==> config.mk <==
export PLATFORM = sky130hd
export DESIGN_NAME = serial_adder
export DESIGN_NICKNAME = d
export VERILOG_FILES = /design/src/rtl/serial_adder_pkg.sv /design/src/rtl/serial_adder_fa_cell.sv /design/src/rtl/serial_adder.sv
export SDC_FILE = /design/constraint.sdc
export NUM_CORES = 1
export LEC_CHECK = 0
export ABC_AREA = 1
export CAP_MARGIN = 10
export CORE_ASPECT_RATIO = 1.5
export CORE_MARGIN = 1.5
export CORE_UTILIZATION = 50
export CTS_CLUSTER_DIAMETER = 200
export DETAILED_ROUTE_END_ITERATION = 16
export PLACE_DENSITY = 0.74
export SYNTH_ARGS = -nofsm -noshare
export SYNTH_HDL_FRONTEND = slang
export SYNTH_SLANG_ARGS = --single-unit
==> constraint.sdc <==
create_clock -name clk -period 1.9 [get_ports clk]
set_clock_uncertainty 0.15 [all_clocks]
set_input_delay 0.285 -clock clk [delete_from_list [all_inputs] [get_ports clk]]
set_output_delay 0.285 -clock clk [all_outputs]
set_load 0.01 [all_outputs]
==> src/rtl/serial_adder_pkg.sv <==
// serial_adder shared definitions.
// FSM encodings and sizing helper.
package serial_adder_defs;

  typedef enum logic [1:0] {
    ST_IDLE = 2'd0,
    ST_RUN  = 2'd1,
    ST_DONE = 2'd2
  } state_t;

  function automatic int cnt_bits(input int w);
    return $clog2(w + 1);
  endfunction

endpackage

==> src/rtl/serial_adder_fa_cell.sv <==
// serial_adder one-bit full adder.
// Purely combinational; the top shares it over all bits.
module fa_cell (
  input  logic a,
  input  logic b,
  input  logic cin,
  output logic s,
  output logic cout
);

  assign s    = a ^ b ^ cin;
  assign cout = (a & b) | (a & cin) | (b & cin);

endmodule

==> src/rtl/serial_adder.sv <==
// serial_adder: bit-serial A +/- B, one bit per cycle.
// start/done handshake, result registered until next completion.
module serial_adder
  import serial_adder_defs::*;
#(
  parameter int WIDTH = 8
) (
  input  logic             clk,
  input  logic             rst_n,
  input  logic             start,
  input  logic             sub,
  input  logic [WIDTH-1:0] A,
  input  logic [WIDTH-1:0] B,
  output logic             busy,
  output logic             done,
  output logic [WIDTH-1:0] Sum,
  output logic             Cout,
  output logic             Ovf
);

  localparam int CW = cnt_bits(WIDTH);

  state_t           state;
  state_t           state_nx;
  logic [WIDTH-1:0] a_sr;
  logic [WIDTH-1:0] b_sr;
  logic [WIDTH-1:0] r_sr;
  logic [WIDTH-1:0] r_nx;
  logic [CW-1:0]    cnt;
  logic             c;
  logic             c_msb;
  logic             c_msb_nx;
  logic             s;
  logic             co;
  logic             last;

  fa_cell u_fa (
    .a    (a_sr[0]),
    .b    (b_sr[0]),
    .cin  (c),
    .s    (s),
    .cout (co)
  );

  assign last = (cnt == CW'(WIDTH - 1));
  assign busy = (state == ST_RUN);
  assign done = (state == ST_DONE);

  always_comb begin
    r_nx            = r_sr >> 1;
    r_nx[WIDTH-1]   = s;
    c_msb_nx        = last ? c : c_msb;
  end

  always_comb begin
    state_nx = state;
    unique case (state)
      ST_IDLE: if (start) state_nx = ST_RUN;
      ST_RUN:  if (last)  state_nx = ST_DONE;
      ST_DONE: state_nx = ST_IDLE;
      default: state_nx = ST_IDLE;
    endcase
  end

  always_ff @(posedge clk or negedge rst_n) begin
    if (!rst_n) begin
      state <= ST_IDLE;
    end else begin
      state <= state_nx;
    end
  end

  always_ff @(posedge clk or negedge rst_n) begin
    if (!rst_n) begin
      a_sr  <= '0;
      b_sr  <= '0;
      r_sr  <= '0;
      cnt   <= '0;
      c     <= 1'b0;
      c_msb <= 1'b0;
      Sum   <= '0;
      Cout  <= 1'b0;
      Ovf   <= 1'b0;
    end else if (state == ST_IDLE) begin
      if (start) begin
        a_sr <= A;
        b_sr <= sub ? ~B : B;
        c    <= sub;
        cnt  <= '0;
      end
    end else if (state == ST_RUN) begin
      a_sr  <= a_sr >> 1;
      b_sr  <= b_sr >> 1;
      r_sr  <= r_nx;
      c     <= co;
      c_msb <= c_msb_nx;
      cnt   <= cnt + CW'(1);
      if (last) begin
        Sum  <= r_nx;
        Cout <= co;
        Ovf  <= co ^ c_msb_nx;
      end
    end
  end

endmodule

==> metrics <==
data arrival time of the critical path 1760 ps; relative contribution of combinational cells to total power 42.0%; initial DRC count 44; dpl hpwl 2.68 mm; fraction of synthesis flops using an asynchronous set or reset pin 100%; die outline height 78.4 µm; CP endpoint kind flop; Final Util 64.8%; # rows 27; Avg Cell Area, Syn 8.24 µm²; slew at the pin closest to its max-slew limit 429 ps; FF+latch count, synth 41; Detailed Routing Iterations Pass 1 4; sequential cell area in the final layout 0.00103 mm²; wirelength, routed 3.83 mm; switching power share of the total 37.9%; Synth top area share 54.2%; total power per unit cell area 1490 mW/mm²; critical path class flop to flop; run status finished, final reports clean; area of combinational cells with multiple inputs 702 µm²; most frequently used flop master after synthesis dfrtp_1; initial core utilization 51.9%; number of clock sinks seen by CTS 41; achievable frequency 0.595 GHz; post-synthesis instance total 230; final period demand of the worst path 1680 ps; type of the worst min-delay path primary input to async pin; setup TNS after final layout 0 ps; internal power 2190 µW; Antenna Nets Post-Route 0; post-synthesis cell area 0.00189 mm²; Critical Path RT 1980 ps; final hold violation count 0; IO Count 32; CTS clock-pin slew for the worst setup and hold paths 70 ps; total nets after synthesis 252; number of inserted filler cells in the final layout 334; Clock Latency Late Sink 290 ps; register share of total power 42.6%; Final setup violation count 0; total routing usage reported by global routing 22.2%; H-tree lvl count 2; clock tree buffer depth 2; core area 0.00365 mm²; leading cell type by number of instances after synthesis nand2_1; Lkg Pwr 0.00113 µW; portion of the post-synthesis area used by sequential elements 54.2%; P&R area growth vs syn 24.8%; fraction of layout instances using a drive strength above 1 8.61%; Slew Limit Headroom 71.4%; Final Net Count 288; Port Buf Inserts 31; Period Utilization, post-route 88.4%; clock network power share 15.4%; die area 0.00417 mm²; last weighted congestion value of the routability-driven placer 0.757; commonest cells in the netlist nand2_1, o21ai_0, dfrtp_1, inv_1, nor2_1; antenna violations before repair 0; Critical Path Start Type flop; DRC violations left 0; total net switching power 1340 µW; largest cells by area after synthesis dfrtp_1, o21ai_0, nand2_1; final slew viol count 0; via count of the first global-routing pass 1614; clock tree from TritonCTS built; DR vias/cell 4.98; vias after detailed routing 1544; detail-routed net length per standard cell 12.4 µm; cell type contributing the most total cell area after synthesis dfrtp_1; Max IR drop VDD 915 µV; Chip Width 53.3 µm; global-route wire length before repair 6.86 mm; count of flip-flops with a built-in enable after synthesis 0; pin count of the biggest net entering global routing 25; number of buffers created by CTS 5; number of unique standard cell types used by synthesis 20; crit path max fanout 21; GRT overflow 0; RSZ-0062 raised after global routing no; number of warnings reported in the yosys synthesis log 0; antenna cells 0; Root Buffer Master clkbuf_8; Max-cap violations 0
-- path summary, 6_finish.rpt --
| check | start | to | slack, ps | cells after the start |
|---|---|---|---|---|
| max | cnt[0]$_DFFE_PN0P_ | Ovf$_DFFE_PN0P_ | 220 | 7 |
| min | rst_n | a_sr[4]$_DFFE_PN0P_ | 310 | 2 |
| max reg2reg | cnt[0]$_DFFE_PN0P_ | Ovf$_DFFE_PN0P_ | 220 | 7 |
| min reg2reg | Sum[7]$_DFFE_PN0P_ | Sum[7]$_DFFE_PN0P_ | 340 | 2 |
| max in group asynchronous | rst_n | state[0]$_DFFE_PN0P_ | 810 | 3 |
| min in group clk | Sum[7]$_DFFE_PN0P_ | Sum[7]$_DFFE_PN0P_ | 340 | 2 |
-- layer usage --
layer | global-route usage, % | vias to the layer above | part of all wire, %
met4 | 7.69 | 0 | 1.5
li1 | - | 794 | -
met5 | 0 | - | 0
met1 | 26.3 | 719 | 45
met3 | 5.32 | 5 | 4.2
met2 | 38.1 | 26 | 49
-- repair_timing --
action,CTS,global route
hold buffers,1,0
endpoints found under the setup margin,1,1
setup buffers,0,0
hold endpoints to repair,17,0
resized for setup,3,1
-- cell usage in the layout, fill, tap and decap left out, types with 2 or more instances in the layout --
cell | synthesis | layout
nand2_2 | 2 | 2
nor2_1 | 12 | 12
o21ai_0 | 53 | 53
clkinv_2 | 0 | 2
nor2_2 | 3 | 3
nand3_1 | 5 | 5
buf_12 | 0 | 2
buf_4 | 2 | 4
inv_1 | 29 | 28
inv_2 | 1 | 2
dfrtp_1 | 41 | 40
clkdlybuf4s50_1 | 0 | 28
nand2_1 | 68 | 68
clkbuf_8 | 0 | 5
-- critical path, stage by stage (launching register included) --
cell and delay [ps]:
dfrtp_1 420, ha_1 210, nand2_1 90, nor2_2 180
nand2_2 260, nor2_2 180, nand2_1 60, nand3_1 60
-- metrics by stage --
step / power, µW / setup slack, ps / hold WS (ps) / std cells / instance area [µm²]
floorplan: 2410 / 512 / -161 / 230 / 1890
global placement: 2960 / 191 / 93.4 / 301 / 2270
detailed placement: 3010 / 182 / 99.0 / 301 / 2270
CTS: 3570 / 20.2 / 316 / 310 / 2360
global route: 3880 / 13.7 / 365 / 310 / 2360
finish: 3520 / 221 / 309 / 310 / 2360
-- state kept, by name, summed over array words and instances, names as in the netlist --
signal	count
r_sr	7
a_sr	8
Ovf	1
cnt	4
state	2
Sum	8
c_msb	1
c	1
Cout	1
b_sr	8
-- power by group through the flow --
stage | sequential (µW) | clock, µW | combinational, µW
after floorplan | 1510 | 0 | 899
after global placement | 1490 | 0 | 1470
after detailed placement | 1510 | 0 | 1500
after CTS | 1500 | 565 | 1500
after global routing | 1550 | 594 | 1730
final | 1500 | 542 | 1480
-- kinds of logic (layout without fill, tap and decap cells) --
group	count (synthesis)	in the layout	share of synthesized area, %
buffers and inverters	39	76	8.78
AOI/OAI and AO/OA	57	57	16.1
and+or+nand+nor	90	90	18.8
adders and majority gates	2	2	1.72
xor gates and xnor gates	1	1	0.462
DFF	41	41	54.2
-- area by class of cell --
class	count	area share [%]
inverter	30	4.76
timing repair buffer	38	16.3
tap	43	2.28
sequential	41	43.4
clock buffer	6	3.07
multi-input combinational	150	29.7
clock inverter	2	0.423
No activity file was read; power rests on OpenSTA's default activity.
